File: src/rtl/store_commit_buffer_if.sv
// Dcache write channel of store_commit_buffer: valid/ready request plus a
// completion pulse per accepted request.
interface store_commit_buffer_if #(
    parameter int ADDR_W = 32,
    parameter int DATA_W = 32
) ();
    logic                mem_req_valid;
    logic                mem_req_ready;
    logic [ADDR_W-1:0]   mem_req_addr;
    logic [DATA_W-1:0]   mem_req_data;
    logic [DATA_W/8-1:0] mem_req_be;
    logic                mem_rsp_valid;

    modport master (
        output mem_req_valid, mem_req_addr, mem_req_data, mem_req_be,
        input  mem_req_ready, mem_rsp_valid
    );

    modport slave (
        input  mem_req_valid, mem_req_addr, mem_req_data, mem_req_be,
        output mem_req_ready, mem_rsp_valid
    );
endinterface

File: src/rtl/store_commit_buffer.sv
// Post-retire store buffer: accepts up to IN_W stores per cycle, drains them in order
// to the dcache one outstanding write at a time. Load forwarding under STORE_BUF_FWD_EN.
module store_commit_buffer #(
    parameter int  DEPTH  = 8,
    parameter int  IN_W   = 2,
    parameter int  ADDR_W = 32,
    parameter int  DATA_W = 32,
    localparam int BE_W   = DATA_W / 8,
    localparam int CNT_W  = $clog2(DEPTH + 1)
) (
    input  logic                     clock,
    input  logic                     reset,
    input  logic [IN_W-1:0]          ret_valid,
    input  logic [IN_W*ADDR_W-1:0]   ret_addr,
    input  logic [IN_W*DATA_W-1:0]   ret_data,
    input  logic [IN_W*BE_W-1:0]     ret_be,
    output logic [CNT_W-1:0]         free_slots,
    store_commit_buffer_if.master    mem,
    output logic                     empty,
    input  logic [ADDR_W-1:0]        ld_addr,
    output logic                     fwd_hit,
    output logic [DATA_W-1:0]        fwd_data,
    output logic [BE_W-1:0]          fwd_be
);
    localparam int PTR_W = $clog2(DEPTH);
    localparam int WA_W  = ADDR_W - 2;

    typedef enum logic [1:0] {
        S_IDLE,
        S_SEND,
        S_WAIT
    } state_e;

    state_e            state_q, state_d;
    logic [PTR_W-1:0]  head_q, head_d;
    logic [PTR_W-1:0]  tail_q, tail_d;
    logic [CNT_W-1:0]  count_q, count_d;
    logic [DEPTH-1:0]  valid_q, valid_d;
    logic [WA_W-1:0]   addr_q [DEPTH];
    logic [WA_W-1:0]   addr_d [DEPTH];
    logic [DATA_W-1:0] data_q [DEPTH];
    logic [DATA_W-1:0] data_d [DEPTH];
    logic [BE_W-1:0]   be_q   [DEPTH];
    logic [BE_W-1:0]   be_d   [DEPTH];

    logic              req_valid_q, req_valid_d;
    logic [ADDR_W-1:0] req_addr_q, req_addr_d;
    logic [DATA_W-1:0] req_data_q, req_data_d;
    logic [BE_W-1:0]   req_be_q, req_be_d;

    logic [CNT_W-1:0]  enq_k;
    logic              enq_ok;
    logic              pop;
    logic [PTR_W-1:0]  head_nxt;
    logic              unused_bits;

    always_comb begin
        enq_k = '0;
        for (int unsigned i = 0; i < IN_W; i++) begin
            enq_k = enq_k + CNT_W'(ret_valid[i]);
        end
    end

    assign free_slots = CNT_W'(DEPTH) - count_q;
    assign enq_ok     = (enq_k <= free_slots);
    assign head_nxt   = head_q + PTR_W'(1);
    assign empty      = (count_q == '0) && (state_q == S_IDLE);

    always_comb begin
        state_d     = state_q;
        head_d      = head_q;
        tail_d      = tail_q;
        valid_d     = valid_q;
        addr_d      = addr_q;
        data_d      = data_q;
        be_d        = be_q;
        req_valid_d = req_valid_q;
        req_addr_d  = req_addr_q;
        req_data_d  = req_data_q;
        req_be_d    = req_be_q;
        pop         = 1'b0;

        case (state_q)
            S_IDLE: begin
                if (count_q != '0) begin
                    state_d     = S_SEND;
                    req_valid_d = 1'b1;
                    req_addr_d  = {addr_q[head_q], 2'b00};
                    req_data_d  = data_q[head_q];
                    req_be_d    = be_q[head_q];
                end
            end
            S_SEND: begin
                if (mem.mem_req_ready) begin
                    state_d     = S_WAIT;
                    req_valid_d = 1'b0;
                    req_addr_d  = '0;
                    req_data_d  = '0;
                    req_be_d    = '0;
                end
            end
            S_WAIT: begin
                if (mem.mem_rsp_valid) begin
                    pop             = 1'b1;
                    valid_d[head_q] = 1'b0;
                    head_d          = head_nxt;
                    // Next entry is already resident, so skip the IDLE bubble
                    if (count_q > CNT_W'(1)) begin
                        state_d     = S_SEND;
                        req_valid_d = 1'b1;
                        req_addr_d  = {addr_q[head_nxt], 2'b00};
                        req_data_d  = data_q[head_nxt];
                        req_be_d    = be_q[head_nxt];
                    end else begin
                        state_d = S_IDLE;
                    end
                end
            end
            default: state_d = S_IDLE;
        endcase

        // An overflowing retire group is dropped whole rather than partially written
        if (enq_ok) begin
            for (int unsigned i = 0; i < IN_W; i++) begin
                if (ret_valid[i]) begin
                    valid_d[tail_q + PTR_W'(i)] = 1'b1;
                    addr_d[tail_q + PTR_W'(i)]  = ret_addr[i*ADDR_W+2 +: WA_W];
                    data_d[tail_q + PTR_W'(i)]  = ret_data[i*DATA_W +: DATA_W];
                    be_d[tail_q + PTR_W'(i)]    = ret_be[i*BE_W +: BE_W];
                end
            end
            tail_d = tail_q + PTR_W'(enq_k);
        end

        count_d = count_q + (enq_ok ? enq_k : '0) - CNT_W'(pop);
    end

    always_ff @(posedge clock or posedge reset) begin
        if (reset) begin
            state_q     <= S_IDLE;
            head_q      <= '0;
            tail_q      <= '0;
            count_q     <= '0;
            valid_q     <= '0;
            addr_q      <= '{default: '0};
            data_q      <= '{default: '0};
            be_q        <= '{default: '0};
            req_valid_q <= 1'b0;
            req_addr_q  <= '0;
            req_data_q  <= '0;
            req_be_q    <= '0;
        end else begin
            state_q     <= state_d;
            head_q      <= head_d;
            tail_q      <= tail_d;
            count_q     <= count_d;
            valid_q     <= valid_d;
            addr_q      <= addr_d;
            data_q      <= data_d;
            be_q        <= be_d;
            req_valid_q <= req_valid_d;
            req_addr_q  <= req_addr_d;
            req_data_q  <= req_data_d;
            req_be_q    <= req_be_d;
        end
    end

    assign mem.mem_req_valid = req_valid_q;
    assign mem.mem_req_addr  = req_addr_q;
    assign mem.mem_req_data  = req_data_q;
    assign mem.mem_req_be    = req_be_q;

`ifdef STORE_BUF_FWD_EN
    // Scan oldest to youngest so the last match wins
    always_comb begin
        fwd_hit  = 1'b0;
        fwd_data = '0;
        fwd_be   = '0;
        for (int unsigned i = 0; i < DEPTH; i++) begin
            if (valid_q[head_q + PTR_W'(i)] &&
                (addr_q[head_q + PTR_W'(i)] == ld_addr[ADDR_W-1:2])) begin
                fwd_hit  = 1'b1;
                fwd_data = data_q[head_q + PTR_W'(i)];
                fwd_be   = be_q[head_q + PTR_W'(i)];
            end
        end
    end
`else
    assign fwd_hit  = 1'b0;
    assign fwd_data = '0;
    assign fwd_be   = '0;
`endif

    always_comb begin
        unused_bits = 1'b0;
        for (int unsigned i = 0; i < IN_W; i++) begin
            unused_bits = unused_bits ^ ret_addr[i*ADDR_W] ^ ret_addr[i*ADDR_W+1];
        end
`ifdef STORE_BUF_FWD_EN
        unused_bits = unused_bits ^ (^ld_addr[1:0]);
`else
        unused_bits = unused_bits ^ (^ld_addr);
`endif
    end

    a_enq_fits: assert property (@(posedge clock) disable iff (reset)
        enq_k <= free_slots);
    a_ret_contig: assert property (@(posedge clock) disable iff (reset)
        ((ret_valid + IN_W'(1)) & ret_valid) == '0);
    a_rsp_in_wait: assert property (@(posedge clock) disable iff (reset)
        mem.mem_rsp_valid |-> (state_q == S_WAIT));
endmodule
File: src/flat_wrapper.sv
// flat-port wrapper written by rule: the top's interface ports become plain ports
module store_commit_buffer_flat 
#(
    parameter int  DEPTH  = 8,
    parameter int  IN_W   = 2,
    parameter int  ADDR_W = 32,
    parameter int  DATA_W = 32,
    localparam int BE_W   = DATA_W / 8,
    localparam int CNT_W  = $clog2(DEPTH + 1)
)
  (clock, reset, ret_valid, ret_addr, ret_data, ret_be, free_slots, empty, ld_addr, fwd_hit, fwd_data, fwd_be, mem_mem_req_valid, mem_mem_req_addr, mem_mem_req_data, mem_mem_req_be, mem_mem_req_ready, mem_mem_rsp_valid);
  store_commit_buffer_if #(.ADDR_W(ADDR_W), .DATA_W(DATA_W)) mem_i ();
  input  logic clock;
  input  logic reset;
  input  logic [IN_W-1:0] ret_valid;
  input  logic [IN_W*ADDR_W-1:0] ret_addr;
  input  logic [IN_W*DATA_W-1:0] ret_data;
  input  logic [IN_W*BE_W-1:0] ret_be;
  output logic [CNT_W-1:0] free_slots;
  output logic empty;
  input  logic [ADDR_W-1:0] ld_addr;
  output logic fwd_hit;
  output logic [DATA_W-1:0] fwd_data;
  output logic [BE_W-1:0] fwd_be;
  output wire logic [$bits(mem_i.mem_req_valid)-1:0] mem_mem_req_valid;
  output wire logic [$bits(mem_i.mem_req_addr)-1:0] mem_mem_req_addr;
  output wire logic [$bits(mem_i.mem_req_data)-1:0] mem_mem_req_data;
  output wire logic [$bits(mem_i.mem_req_be)-1:0] mem_mem_req_be;
  input wire logic [$bits(mem_i.mem_req_ready)-1:0] mem_mem_req_ready;
  input wire logic [$bits(mem_i.mem_rsp_valid)-1:0] mem_mem_rsp_valid;
  assign mem_mem_req_valid = mem_i.mem_req_valid;
  assign mem_mem_req_addr = mem_i.mem_req_addr;
  assign mem_mem_req_data = mem_i.mem_req_data;
  assign mem_mem_req_be = mem_i.mem_req_be;
  assign mem_i.mem_req_ready = mem_mem_req_ready;
  assign mem_i.mem_rsp_valid = mem_mem_rsp_valid;
  store_commit_buffer #(.DEPTH(DEPTH), .IN_W(IN_W), .ADDR_W(ADDR_W), .DATA_W(DATA_W)) u_core (.clock(clock), .reset(reset), .ret_valid(ret_valid), .ret_addr(ret_addr), .ret_data(ret_data), .ret_be(ret_be), .free_slots(free_slots), .mem(mem_i), .empty(empty), .ld_addr(ld_addr), .fwd_hit(fwd_hit), .fwd_data(fwd_data), .fwd_be(fwd_be));
endmodule
File: config.mk
export PLATFORM = sky130hd
export DESIGN_NAME = store_commit_buffer_flat
export DESIGN_NICKNAME = d
export VERILOG_FILES = /design/src/rtl/store_commit_buffer_if.sv /design/src/rtl/store_commit_buffer.sv /design/src/flat_wrapper.sv
export SDC_FILE = /design/constraint.sdc
export NUM_CORES = 2
export LEC_CHECK = 0
export ABC_AREA = 1
export BUFFER_PORTS_ARGS = -buffer_cell sky130_fd_sc_hd__buf_2
export CAP_MARGIN = 10
export CELL_PAD_IN_SITES_DETAIL_PLACEMENT = 0
export CELL_PAD_IN_SITES_GLOBAL_PLACEMENT = 1
export CORE_MARGIN = 8
export CORE_UTILIZATION = 45
export CTS_BUF_LIST = sky130_fd_sc_hd__clkbuf_2
export DETAILED_ROUTE_END_ITERATION = 8
export GPL_TIMING_DRIVEN = 0
export PLACE_DENSITY = 0.89
export SLEW_MARGIN = 20
export SYNTH_ARGS = -nofsm -noshare
export SYNTH_HDL_FRONTEND = slang
export SYNTH_SLANG_ARGS = --single-unit
File: constraint.sdc
create_clock -name clock -period 44.6 [get_ports clock]
set_input_delay 8.92 -clock clock [delete_from_list [all_inputs] [get_ports clock]]
set_output_delay 8.92 -clock clock [all_outputs]
set_load 0.01 [all_outputs]
==> results.md <==
Power and ir drop:
- The power density of the placed cells is 108 nW/µm².
- For this design the total switching power over the nets is roughly 3.5 mW.
- The share of power burned in combinational logic is 0.719.
- The share of total power dissipated in the clock network is 0.088.
- Of the total power, registers draw 0.193.
- The reported leakage power is roughly 29 nW.
- IR analysis of the VDD net gives a maximum drop of slightly below 0.00006 V.
- Internal power comes to ~2.1 mW.
- Of the total power, the share spent switching nets is 0.631.

Route:
- The via total after detailed routing is around 63000.
- The routed wire length per instance is 29.4 µm.
- The total routed wirelength is 294000 µm.
- The residual antenna-violating net count after detailed routing is 0.
- The via count normalized by instance count is about 6.3.
- The number of design-rule violations left by the first detailed-router iteration is between 10000 and 15000.
- Before antenna repair, the detailed router went through 9 iterations.
- In the routed design, unresolved DRC markers number 25.

STA:
- The setup skew after layout is between 100 and 150 ps.
- The worst pin sits at a relative slew slack of 0.0180.
- The number of hold-slack violations in the final timing report is 0.
- Setup violations remaining at the end of the flow were counted as 0.
- The post-route fraction of the period consumed by the critical path is 0.262.
- Setup repair after global routing left no endpoint under its margin.
- In the final timing run, aggregate negative setup slack is 0 ps.
- On the final layout, the worst hold slack is ~470 ps.
- The pin slew with the least headroom to its limit is 1470 ps.
- Based on the critical path, the design can be clocked at up to roughly 0.085 GHz.
- The clock period minus worst slack is 11700 ps.
- The number of max-slew violations in the final report is 0.

Worst setup path:
- The worst register-to-register path has a depth of 11.
- The setup slack on the worst flop-to-flop path is 40560 ps.
- The data arrival time of the worst path is about 2800 ps.
- The critical path in this run is classified as flop to output port.
- The nature of the critical path startpoint is a flop.
- At the worst endpoint, the required time is around 36000 ps.
- The startpoint identified for the worst register-to-register timing path is u_core.state_q[1]$_DFFE_PP0P_.
- The most critical setup path has its endpoint at free_slots[2].
- The critical path capture point type is an output port.
- In this run the worst setup path begins at u_core.count_q[0]$_DFF_PP0_.
- The highest net fanout along the worst path is 4.
- The end of the worst register-to-register path is u_core.mem.mem_req_data[29]$_DFFE_PP0P_.

GRT:
- The number of global-route vias before repair is ~57000.
- The first-pass GRT wire length is between 400000 and 500000 µm.
- The total grt overflow is 0.
- The global-route total usage across every layer is 0.483.
- Entering global routing, the biggest net connects 96 pins.
- The most heavily used metal layer in global routing is met2.
- The global-route met2 utilization is 0.663.
- The number of antenna violations at the first check in global routing is 31.
- The met3 layer usage reported by global route is 0.210.
- For this run, global-route usage on met1 was measured as 0.567.

Floorplan:
- The core area is around 100000 µm².
- approximately 290 I/O pins were placed.
- The die is about 340 µm tall.
- After floorplanning, the core was divided into ~120 placement rows.
- In this run the horizontal extent of the chip is 340 µm.
- The area of the die is about 120000 µm².
- For this configuration, the core starts out at a cell density of 0.451.

Clock network:
- No sink is reached through more buffers than the 3 on the longest clock path.
- Clock latency on the worst-skew pair, taken at its later pin, is between 1500 and 2000 ps.
- Once the clock tree was built, the resizer swapped 0 gates to a different size.
- The clock-pin slew on the worst setup and hold paths is roughly 90 ps.
- The tree is rooted in a clkbuf_2.
- The number of buffers inserted by post-CTS setup repair is 0.
- For this design, the CTS-stage hold fixing added 0 buffers.
- TritonCTS built the clock tree.
- The level count of the clock H-tree is 4.
- The number of clock buffers inserted by TritonCTS is approximately 180.
- The count of clock tree sinks is between 600 and 700.

Outcome:
- The final reports fail on DRC.
- The run finished, with violations left.

Yosys:
- The number of enable-type register cells in the synthesized netlist is 0.
- The most used flip-flop cell after synthesis is dfrtp_1.
- The share of synthesized area in the top cell type comes to 0.321.
- A synthesized cell averages 5.84 µm².
- The post-synthesis cell count is approximately 8100.
- The biggest area consumer among synthesized cells is dfrtp_1.
- The sequential fraction of the synthesis area is 0.321.
- The share of synthesized flip-flops with an asynchronous set or reset is 1.00.
- The post-synthesis cell type count is 27.
- The netlist area before placement is approximately 47000 µm².
- The cell with the most instances after synthesis is nand2_1.
- In the synthesized netlist, the cells that appear most often are nand2_1 (3535), nand3_1 (2380), inv_1 (690), dfrtp_1 (607), buf_2 (297).
- The total of warnings raised by yosys is 0.
- By area the synthesized netlist is led by dfrtp_1 (32%), nand2_1 (28%), nand3_1 (25%), inv_1 (5.5%), buf_2 (3.1%).
- The flop and latch count out of synthesis is between 600 and 700.

Cells and area:
- The final design area excluding fillers is 51800 µm².
- The final cell count without fillers is 10000.
- The area taken by flip-flops and latches is 15200 µm².
- Of the cells placed in the final design, the portion with a size suffix greater than 1 is 0.0983.
- The number of fill cells is between 10000 and 15000.
- The area growth from synthesis to final layout is 9.62%.
- The number of nets at the end of the flow is ~8700.
- The total area of multi-input combinational cells is approximately 26000 µm².

Place:
- Including well taps, the total number of placed cells is just under 10000.
- The wire-length estimate of the detail-placed layout is 202000 µm.
- The cell area after placement is ~50000 µm².
- Routability-driven placement finished with a final weighted congestion of 1.05.
- In this run the tool buffered the top-level ports with 143 buffer cells.

Flow run:
- The reported max-cap violation count is 0.

Hold path:
- The worst hold path belongs to the class flop to flop.
through the flow:
step	util	setup WS, ps	total power [mW]
2_1_floorplan	-	18690	3.27
3_3_place_gp	0.476	9360	4.72
3_5_place_dp	0.478	32140	4.77
4_1_cts	0.494	32850	5.26
5_1_grt	0.494	32820	5.76
6_report	0.495	32900	5.57
power groups by stage:
stage	combinational [mW]	sequential (mW)	clock [mW]
after CTS	3.72	1.06	0.477
after global routing	4.16	1.10	0.503
after detailed placement	3.70	1.07	0
final	4.01	1.08	0.488
after floorplan	2.25	1.03	0
after global placement	3.65	1.07	0
state kept, by name (all words and copies together), names as in the netlist, 3 cells and up:
name and count:
u_core.mem.mem_req_data 32, u_core.be_q 32, u_core.mem.mem_req_be 4, u_core.count_q 4
u_core.tail_q 3, u_core.addr_q 240, u_core.data_q 256, u_core.head_q 3
u_core.mem.mem_req_addr 30
routing by layer:
metal  wire, µm  part of all wire
met5        134           0.00046
met3      47700              0.16
met1      99700              0.34
met4      32200              0.11
met2     114000              0.39
layout by cell type (no fill, tap or decap), types with 3 or more instances in the layout:
| cell | netlist | routed |
|---|---|---|
| clkinv_1 | 2 | 34 |
| ha_1 | 19 | 19 |
| nor2_1 | 11 | 11 |
| xor2_1 | 4 | 4 |
| buf_1 | 77 | 73 |
| inv_2 | 16 | 19 |
| inv_1 | 690 | 689 |
| xnor2_1 | 4 | 4 |
| diode_2 | 0 | 35 |
| clkbuf_2 | 28 | 302 |
| o21ai_1 | 40 | 40 |
| nand2_1 | 3535 | 3535 |
| bufinv_16 | 0 | 5 |
| nand3_1 | 2380 | 2380 |
| o21ai_0 | 33 | 33 |
| dfrtp_1 | 607 | 607 |
| nor3_1 | 3 | 3 |
| nor2_2 | 3 | 3 |
| conb_1 | 1 | 39 |
| buf_4 | 53 | 53 |
| buf_2 | 297 | 443 |
| clkbuf_1 | 274 | 261 |
| buf_16 | 0 | 7 |
worst min-delay path by stage:
stage	start	end	cells past startpoint
floorplan	u_core.addr_q[93]$_DFFE_PP0N_	u_core.addr_q[93]$_DFFE_PP0N_	2
global placement	u_core.mem.mem_req_data[12]$_DFFE_PP0P_	u_core.mem.mem_req_data[12]$_DFFE_PP0P_	2
detailed placement	u_core.mem.mem_req_data[24]$_DFFE_PP0P_	u_core.mem.mem_req_data[24]$_DFFE_PP0P_	2
CTS	u_core.mem.mem_req_data[24]$_DFFE_PP0P_	u_core.mem.mem_req_data[24]$_DFFE_PP0P_	2
global route	u_core.mem.mem_req_addr[15]$_DFFE_PP0P_	u_core.mem.mem_req_addr[15]$_DFFE_PP0P_	2
finish	u_core.mem.mem_req_data[2]$_DFFE_PP0P_	u_core.mem.mem_req_data[2]$_DFFE_PP0P_	2
final cells by class:
type / instances / share of cell area
multi-input cells: 6080 / 0.505
flip-flops and latches: 607 / 0.293
plain buffers: 731 / 0.0654
inverters: 708 / 0.0515
well taps: 1391 / 0.0336
clock buffers: 260 / 0.0251
repair buffers: 151 / 0.0178
clock inverters: 45 / 0.00616
diodes: 35 / 0.00169
worst max-delay path: stages, from the launching register on:
cell and delay, ps:
dfrtp_1 430, inv_1 100, ha_1 250, xnor2_1 210
buf_2 170
logic make-up (layout without fill, tap and decap cells):
kind of cell	count (synthesis)	after routing	synth area share
other cells	1	74	0.0000794
compound gates	76	76	0.00810
buf+inv	1439	1895	0.127
flops	607	607	0.321
xor+xnor	9	9	0.00183
fa+ha+maj	21	21	0.00588
simple gates	5935	5935	0.535
Note: power is estimated with default switching activity, not from simulation.
